<file path="src/rtl/pulse_pkg.sv">
// Shared types and sizing helpers for the pulse stretcher.
package pulse_pkg;

   typedef enum logic [1:0] {
      ST_IDLE = 2'd0,
      ST_HIGH = 2'd1,
      ST_GAP  = 2'd2
   } state_e;

   // Width of the shared period counter: must hold max(high, gap) - 1 loads.
   function automatic int cnt_width(input int high_cycles, input int gap_cycles);
      int m;
      m = (high_cycles > gap_cycles) ? high_cycles : gap_cycles;
      return (m < 1) ? 1 : $clog2(m + 1);
   endfunction

endpackage

</file>
<file path="src/rtl/pulse_stretcher.sv">
// Stretches each accepted request into a HIGH_CYCLES pulse followed by a GAP_CYCLES
// low guard, queuing requests that arrive while a period is in progress.
module pulse_stretcher
   import pulse_pkg::*;
#(
   parameter int HIGH_CYCLES = 4,
   parameter int GAP_CYCLES  = 2,
   parameter int QUEUE_DEPTH = 3
) (
   input  logic                               clk,
   input  logic                               reset,
   input  logic                               in,
   input  logic                               clear_ovf,
   output logic                               out,
   output logic                               busy,
   output logic [$clog2(QUEUE_DEPTH+1)-1:0]   pending,
   output logic                               overflow
);

   localparam int CW = cnt_width(HIGH_CYCLES, GAP_CYCLES);
   localparam int PW = $clog2(QUEUE_DEPTH + 1);
   localparam logic [CW-1:0] HIGH_LOAD = CW'(HIGH_CYCLES - 1);
   localparam logic [CW-1:0] GAP_LOAD  = (GAP_CYCLES > 0) ? CW'(GAP_CYCLES - 1) : '0;
   localparam logic [CW-1:0] CNT_ONE   = CW'(1);
   localparam logic [PW-1:0] PEND_MAX  = PW'(QUEUE_DEPTH);
   localparam logic [PW-1:0] PEND_ONE  = PW'(1);

   if (HIGH_CYCLES < 1) begin : g_bad_high
      $error("pulse_stretcher: HIGH_CYCLES must be >= 1");
   end
   if (GAP_CYCLES < 0) begin : g_bad_gap
      $error("pulse_stretcher: GAP_CYCLES must be >= 0");
   end
   if (QUEUE_DEPTH < 1) begin : g_bad_depth
      $error("pulse_stretcher: QUEUE_DEPTH must be >= 1");
   end

   state_e          state_q, state_d;
   logic [CW-1:0]   cnt_q, cnt_d;
   logic [PW-1:0]   pending_q, pending_d;
   logic            ovf_q, ovf_d;
   logic            out_q, busy_q;
   logic            final_s, restart_s, drop_s;

   // Next-state, counter, queue and overflow evaluation.
   always_comb begin
      state_d   = state_q;
      cnt_d     = cnt_q;
      pending_d = pending_q;
      drop_s    = 1'b0;

      final_s   = (cnt_q == '0) &&
                  ((state_q == ST_GAP) || ((state_q == ST_HIGH) && (GAP_CYCLES == 0)));
      restart_s = final_s && ((pending_q != '0) || in);

      case (state_q)
         ST_IDLE: begin
            if (in) begin
               state_d = ST_HIGH;
               cnt_d   = HIGH_LOAD;
            end else begin
               cnt_d   = '0;
            end
         end
         ST_HIGH, ST_GAP: begin
            if (cnt_q != '0) begin
               cnt_d = cnt_q - CNT_ONE;
            end else if ((state_q == ST_HIGH) && (GAP_CYCLES > 0)) begin
               state_d = ST_GAP;
               cnt_d   = GAP_LOAD;
            end else if (restart_s) begin
               state_d = ST_HIGH;
               cnt_d   = HIGH_LOAD;
            end else begin
               state_d = ST_IDLE;
               cnt_d   = '0;
            end
         end
         default: begin
            state_d = ST_IDLE;
            cnt_d   = '0;
         end
      endcase

      // On the final cycle a live request is consumed directly, so only a
      // queued entry with no new request shrinks the queue.
      if ((state_q != ST_IDLE) && in && !final_s) begin
         if (pending_q < PEND_MAX) begin
            pending_d = pending_q + PEND_ONE;
         end else begin
            drop_s = 1'b1;
         end
      end else if (final_s && (pending_q != '0) && !in) begin
         pending_d = pending_q - PEND_ONE;
      end else begin
         pending_d = pending_q;
      end

      if (drop_s) begin
         ovf_d = 1'b1;
      end else if (clear_ovf) begin
         ovf_d = 1'b0;
      end else begin
         ovf_d = ovf_q;
      end
   end

   // State and registered outputs, all derived from the next state.
   always_ff @(posedge clk) begin
      if (reset) begin
         state_q   <= ST_IDLE;
         cnt_q     <= '0;
         pending_q <= '0;
         ovf_q     <= 1'b0;
         out_q     <= 1'b0;
         busy_q    <= 1'b0;
      end else begin
         state_q   <= state_d;
         cnt_q     <= cnt_d;
         pending_q <= pending_d;
         ovf_q     <= ovf_d;
         out_q     <= (state_d == ST_HIGH);
         busy_q    <= (state_d != ST_IDLE);
      end
   end

   assign out      = out_q;
   assign busy     = busy_q;
   assign pending  = pending_q;
   assign overflow = ovf_q;

endmodule

</file>
<file path="config.mk">
export PLATFORM = sky130hd
export DESIGN_NAME = pulse_stretcher
export DESIGN_NICKNAME = d
export VERILOG_FILES = /design/src/rtl/pulse_pkg.sv /design/src/rtl/pulse_stretcher.sv
export SDC_FILE = /design/constraint.sdc
export NUM_CORES = 1
export LEC_CHECK = 0
export ABC_AREA = 1
export CAP_MARGIN = 20
export CORE_MARGIN = 4
export CORE_UTILIZATION = 25
export CTS_BUF_LIST = sky130_fd_sc_hd__clkbuf_8
export DETAILED_ROUTE_END_ITERATION = 10
export PLACE_DENSITY_LB_ADDON = 0.1
export SYNTH_ARGS = -nofsm -noshare
export SYNTH_HDL_FRONTEND = slang
export SYNTH_SLANG_ARGS = --single-unit
</file>
<file path="constraint.sdc">
create_clock -name clk -period 2.4 [get_ports clk]
set_input_delay 0.48 -clock clk [delete_from_list [all_inputs] [get_ports clk]]
set_output_delay 0.48 -clock clk [all_outputs]
set_load 0.005 [all_outputs]
</file>
==> summary.md, run 1 <==
| Metric | Value |
|---|---|
| Outcome | `completed` |
| Worst Skew | `around 1.8 ps` |
| Post-synthesis sequential area ratio | `32.9%` |
| Yosys cell types | `17` |
| Clock insertion delay at the later pin of the skew report | `230 ps` |
| Final hold vios | `0` |
| H-tree levels | `1` |
| PostCTS Resize Cnt | `0` |
| Port Buffers | `8` |
| Fmax | `just over 0.6 GHz` |
| CTS max path bufs | `2` |
| Core ar. | `0.00228 mm2` |
| Die H | `57.4 um` |
| Crit Reg-Reg Endpoint | `busy` |
| Layout area overhead | `27.9%` |
| Fillcell total | `247` |
| Syn Area/Cell | `roughly 7.2 um2` |
| R2r startpoint | `state_q[1]` |
| Overall die width | `57.4 um` |
| Full die area | `0.00329 mm2` |
| Power, Total | `822 uW` |
| Peak supply drop | `383 uV` |
| Post-CTS Hold Buffers | `0` |
| WL final | `1.14 mm` |
| Max incr delay on CP | `roughly 520 ps` |
| Worst path required time | `around 1900 ps` |
| Post-Syn Area | `609 um2` |
| Global-route wire length before repair | `2.13 mm` |
| Relative slew slack | `83.7%` |
| DRT antenna net count | `0` |
| Initial antenna violation count | `0` |
| Via density | `4.08` |
| Final non-filler cell total | `roughly 130` |
| Synthesized net count | `95` |
| Fin area | `around 800 um2` |
| Placed cell count | `121` |
| Row cnt | `17` |
| DRT Pass-1 Iters | `4` |
| Power Density | `1050 mW/mm2` |
| CP Class | `reg2out` |
| Largest net degree at the start of global routing | `7` |
| RSZ-0062 raised after global routing | `no` |
| CP endpoint kind | `output pin` |
| Worst Path Arrival | `1130 ps` |
| Warnings from Yosys | `0` |
| Via count | `510` |
| CP Cell Sequence | `clkdlybuf4s50_1` |
| Num CTS Buffers | `3` |
| Min Tclk post-route | `about 1600 ps` |
| CP top delay family | `buffers and inverters` |
| Period utilization | `67.0%` |
| Initial core utilization | `26.8%` |
| Worst slew pin tran | `around 240 ps` |
| CTS root buf | `clkbuf_8` |
| GRT overflow | `0` |
| Critical path peak fanout | `4` |
| DRC violation total after the first TritonRoute iteration | `3` |
| Layout cells sized above 1 | `between 15 and 20%` |
| Number of setup violations in the final report | `0` |
| Hold/Removal Path Class | `reg2reg` |
| DR WL/cell | `9.14 um` |
| CP max-delay cell | `clkdlybuf4s50_1` |
| Setup tns final | `0 ps` |
| Hold depth | `2` |
| CTS tree | `yes` |
| Gp weighted congestion | `0.779` |
| Flops & latches, synth | `10` |
| DRC | `0` |
| Hold_sp | `overflow` |
| Vias in the first global route | `537` |
| Post-DP HPWL | `956 um` |
| Leakage | `0.000369 uW` |
| Flop2flop setup slack | `between 1000 and 1500 ps` |
| Max-slew violation count | `0` |
| CTS clk-pin slew, worst paths | `50 ps` |
| I/O pin count | `9` |
| Hold EP | `overflow` |
| Post-CTS Setup Repair Bufs | `0` |
| Layout net count | `108` |
| R2R cell count | `8` |
| CP startpoint kind | `flop` |
| CTS Sinks | `10` |
| Cells after Synth | `85` |
| Ant. Diodes | `0` |
| Buf/Inv on CP | `1` |
| Area after DPL | `724 um2` |
| Total GRT Usage | `8.15%` |
| Max Cap Viol | `0` |
==> layer usage <==
layer | vias to the layer above | wire [um] | global-route usage (%)
met2 | 6 | 483 | 11.9
met4 | 0 | 5 | 2.98
met1 | 218 | 587 | 10.3
met5 | - | 0 | 0
li1 | 284 | - | -
met3 | 2 | 67 | 3.85
==> Yosys cell counts <==
| cell | count | share of area, % |
|---|---|---|
| inv_1 | 16 | 9.9 |
| nand2_1 | 16 | 9.9 |
| dfxtp_1 | 10 | 33 |
| a21oi_1 | 9 | 7.4 |
| ha_1 | 6 | 12 |
| nor2_1 | 6 | 3.7 |
| nand2_2 | 4 | 4.1 |
| nand3_1 | 4 | 3.3 |
| inv_2 | 3 | 1.8 |
| nand3_2 | 2 | 3.3 |
| nor2_4 | 2 | 3.7 |
| o21ai_0 | 2 | 1.6 |
| nand2_4 | 1 | 1.8 |
| nor2_2 | 1 | 1.0 |
| nor3_1 | 1 | 0.82 |
| nor4_1 | 1 | 1.0 |
| xnor2_1 | 1 | 1.4 |
==> flip-flops by register name, indices dropped and copies added (netlist names) <==
register  flops
pending       2
state_q       2
out           1
overflow      1
busy          1
cnt_q         3
==> power by group <==
part,leakage [uW],switching (uW),internal (uW)
Combinational,0.000258,219,153
Sequential,0.0000821,28.3,211
Clock,0.0000288,66.3,144
Total,0.000369,313,509
==> final cells by class <==
type	instances	area, um2	share of cell area (%)
multi-input cells	56	338	43.3
flip-flops and latches	10	200	25.7
clock buffers	4	55.1	7.06
well taps	28	35.0	4.49
repair buffers	8	80.1	10.3
inverters	19	71.3	9.15
==> worst register-to-register path, stage by stage, from the launching register on <==
cell and delay, ps:
dfxtp_1 390, inv_1 100, ha_1 270, inv_1 140, a21oi_1 50, o21ai_0 70
nand2_1 110, nand2_1 90, nand2_1 60
==> worst max path at each step <==
stage / end / from / depth (start not counted)
floorplan: busy / state_q[0] / 8
global placement: pending[0] / in / 8
detailed placement: pending[0] / in / 8
CTS: pending[1] / pending[1] / 1
global route: pending[1] / pending[1] / 1
finish: pending[1] / pending[1] / 1
==> logic make-up after synthesis <==
family	synth area share [%]
AO/OA/AOI/OAI	9.03
adder cells (fa/ha/maj)	12.3
flip-flops	32.9
XOR/XNOR	1.44
AND/OR/NAND/NOR	32.6
buffers and inverters	11.7
==> metrics by stage <==
stage | util [%] | worst slack (ps) | hold slack [ps]
floorplan | - | 1180 | 454
global placement | 31.8 | 701 | 457
detailed placement | 31.8 | 698 | 465
CTS | 34.2 | 778 | 472
global route | 34.2 | 744 | 496
finish | 34.2 | 793 | 467
==> layout by cell type (no fill, tap or decap), drive strengths merged <==
cell type	instances
a21oi	9
inv	19
nor3	1
nor4	1
xnor2	1
clkdlybuf4s50	8
o21ai	2
clkbuf	4
nand2	21
ha	6
nand3	6
dfxtp	10
nor2	9
No activity file was read; power rests on OpenSTA's default activity.
==> inputs of run 2 (changes only) <==
==> constraint.sdc (replaced) <==
create_clock -name clk -period 1.55 [get_ports clk]
set_input_delay 0.31 -clock clk [delete_from_list [all_inputs] [get_ports clk]]
set_output_delay 0.31 -clock clk [all_outputs]
set_load 0.005 [all_outputs]
==> summary.md, run 2 (synthesis results as in run 1) <==
| Metric | Value |
|---|---|
| Outcome | `completed (unchanged)` |
| Final non-filler cell total | `126 (was 125)` |
| CP Class | `reg2out (unchanged)` |
| CTS max path bufs | `2 (unchanged)` |
| Via count | `541 (was 510)` |
| Row cnt | `17 (unchanged)` |
| Power Density | `1580 mW/mm2 (was 1050 mW/mm2)` |
| Max Cap Viol | `0 (unchanged)` |
| Worst Path Arrival | `1130 ps (about the same)` |
| Port Buffers | `8 (unchanged)` |
| CTS clk-pin slew, worst paths | `50 ps (about the same)` |
| CTS Sinks | `10 (unchanged)` |
| Area after DPL | `739 um2 (was 724 um2)` |
| Via density | `4.29 (was 4.08)` |
| Global-route wire length before repair | `2.25 mm (was 2.13 mm)` |
| Buf/Inv on CP | `1 (unchanged)` |
| Full die area | `0.00329 mm2 (unchanged)` |
| Vias in the first global route | `555 (was 537)` |
| Max incr delay on CP | `520 ps (about the same)` |
| Sw frac | `39.8% (was 38.1%)` |
| Initial antenna violation count | `0 (unchanged)` |
| DRT antenna net count | `0 (unchanged)` |
| CTS root buf | `clkbuf_8 (unchanged)` |
| Clock share of power | `21.8% (was 25.6%)` |
| Hold depth | `2 (unchanged)` |
| Ant. Diodes | `0 (unchanged)` |
| Number of setup violations in the final report | `0 (unchanged)` |
| Commonest cells after routing, fill and taps aside | `inv_1 (16), nand2_1 (16), a21oi_1 (9), dfxtp_1 (9), clkdlybuf4s50_1 (8) (was inv_1 (16), nand2_1 (16), dfxtp_1 (10))` |
| Layout cells sized above 1 | `19.4% (was 17.5%)` |
| Worst slew pin tran | `194 ps (was 243 ps)` |
| DRT Pass-1 Iters | `4 (unchanged)` |
| Worst Skew | `2.24 ps (was 1.83 ps)` |
| Fin area | `782 um2 (was 779 um2)` |
| Initial core utilization | `26.8% (unchanged)` |
| Num CTS Buffers | `3 (unchanged)` |
| R2R cell count | `8 (unchanged)` |
| Internal power | `743 uW (was 509 uW)` |
| PostCTS Resize Cnt | `0 (unchanged)` |
| Number of flip-flops in the largest register | `3 (unchanged)` |
| CP startpoint kind | `flop (unchanged)` |
| Biggest register | `cnt_q (unchanged)` |
| CTS tree | `yes (unchanged)` |
| WL final | `1.22 mm (was 1.14 mm)` |
| Largest net degree at the start of global routing | `7 (unchanged)` |
| DR WL/cell | `9.68 um (was 9.14 um)` |
| Switching pwr | `490 uW (was 313 uW)` |
| Overall die width | `57.4 um (unchanged)` |
| Period utilization | `92.8%` |
| Gp weighted congestion | `0.752 (was 0.779)` |
| Clock insertion delay at the later pin of the skew report | `230 ps (about the same)` |
| CP top delay family | `buffers and inverters (unchanged)` |
| H-tree levels | `1 (unchanged)` |
| Fmax | `0.696 GHz` |
| Setup tns final | `0 ps (unchanged)` |
| CP max-delay cell | `clkdlybuf4s50_1 (unchanged)` |
| Worst path required time | `1240 ps (was 1920 ps)` |
| CP endpoint kind | `output pin (unchanged)` |
| Post-CTS Setup Repair Bufs | `0 (unchanged)` |
| Combinational Power Share | `47.8% (was 45.2%)` |
| Share of power burned in registers | `30.4% (was 29.2%)` |
| Post-CTS Hold Buffers | `0 (unchanged)` |
| Layout net count | `110 (was 108)` |
| Critical path depth | `1 (unchanged)` |
| DRC violation total after the first TritonRoute iteration | `9 (was 3)` |
| Total GRT Usage | `8.94% (was 8.15%)` |
| Leakage | `0.000372 uW (was 0.000369 uW)` |
| CP Cell Sequence | `clkdlybuf4s50_1 (unchanged)` |
| DRC | `0 (unchanged)` |
| Min Tclk post-route | `between 1000 and 1500 ps` |
| Max-slew violation count | `0 (unchanged)` |
| I/O pin count | `9 (unchanged)` |
| Post-DP HPWL | `990 um (was 956 um)` |
| RSZ-0062 raised after global routing | `no (unchanged)` |
| Placed cell count | `123 (was 121)` |
| Die H | `57.4 um (unchanged)` |
| Fillcell total | `243 (was 247)` |
| Core ar. | `0.00228 mm2 (unchanged)` |
| Hold/Removal Path Class | `reg2reg (unchanged)` |
| Relative slew slack | `86.9% (was 83.7%)` |
| Layout area overhead | `28.3% (was 27.9%)` |
| Final hold vios | `0 (unchanged)` |
| GRT overflow | `0 (unchanged)` |
| Peak supply drop | `653 uV (was 383 uV)` |
| Critical path peak fanout | `4 (unchanged)` |
run 2: changes by cell type in the layout (fill, tap and decap cells not counted), sizes merged:
cell,before,now
clkbuf,4,3
buf,0,2
run 2: worst register-to-register path, delay by kind of cell, from the launching register on:
kind / cells / cell delay [ps]
flops: 1 / 380
simple gates: 3 / 290
fa+ha+maj: 1 / 270
buf+inv: 2 / 240
compound gates: 2 / 140
run 2: final cells by class:
class | instances | area, um2 | share of cell area, %
multi-input cells | 56 | 338 | 43.2
inverters | 19 | 71.3 | 9.12
repair buffers | 10 | 95.1 | 12.2
flip-flops and latches | 10 | 201 | 25.8
well taps | 28 | 35.0 | 4.48
clock buffers | 3 | 41.3 | 5.28
run 2: metal layers:
metal	routed length [um]	global-route usage (%)	vias up
li1	-	-	286
met5	0	0	-
met1	610	10.8	239
met4	21	5.96	0
met2	525	13.1	12
met3	63	3.39	4
run 2: path summary, 6_finish.rpt:
kind / slack (ps) / end / startpoint
worst max-delay path: 110 / pending[1] / pending[1]
worst min-delay path: 460 / overflow / overflow
worst max register to register: 130 / busy / state_q[1]
worst min register to register: 460 / overflow / overflow
run 2: through the flow:
stage | total power (uW) | util (%) | hold WS (ps) | setup slack, ps
after floorplan | 800 | - | 379 | 326
after global placement | 978 | 32.5 | 458 | 77.3
after detailed placement | 969 | 32.5 | 461 | 75.5
after CTS | 1250 | 34.3 | 468 | 99.7
after global routing | 1360 | 34.4 | 493 | 17.3
final | 1230 | 34.4 | 461 | 112
run 2: power by group through the flow:
| stage | Sequential, uW | Clock (uW) | Combinational, uW |
|---|---|---|---|
| after global placement | 382 | 0 | 597 |
| after CTS | 374 | 282 | 594 |
| after global routing | 384 | 296 | 681 |
| final | 375 | 269 | 589 |
| after floorplan | 373 | 0 | 427 |
| after detailed placement | 379 | 0 | 591 |
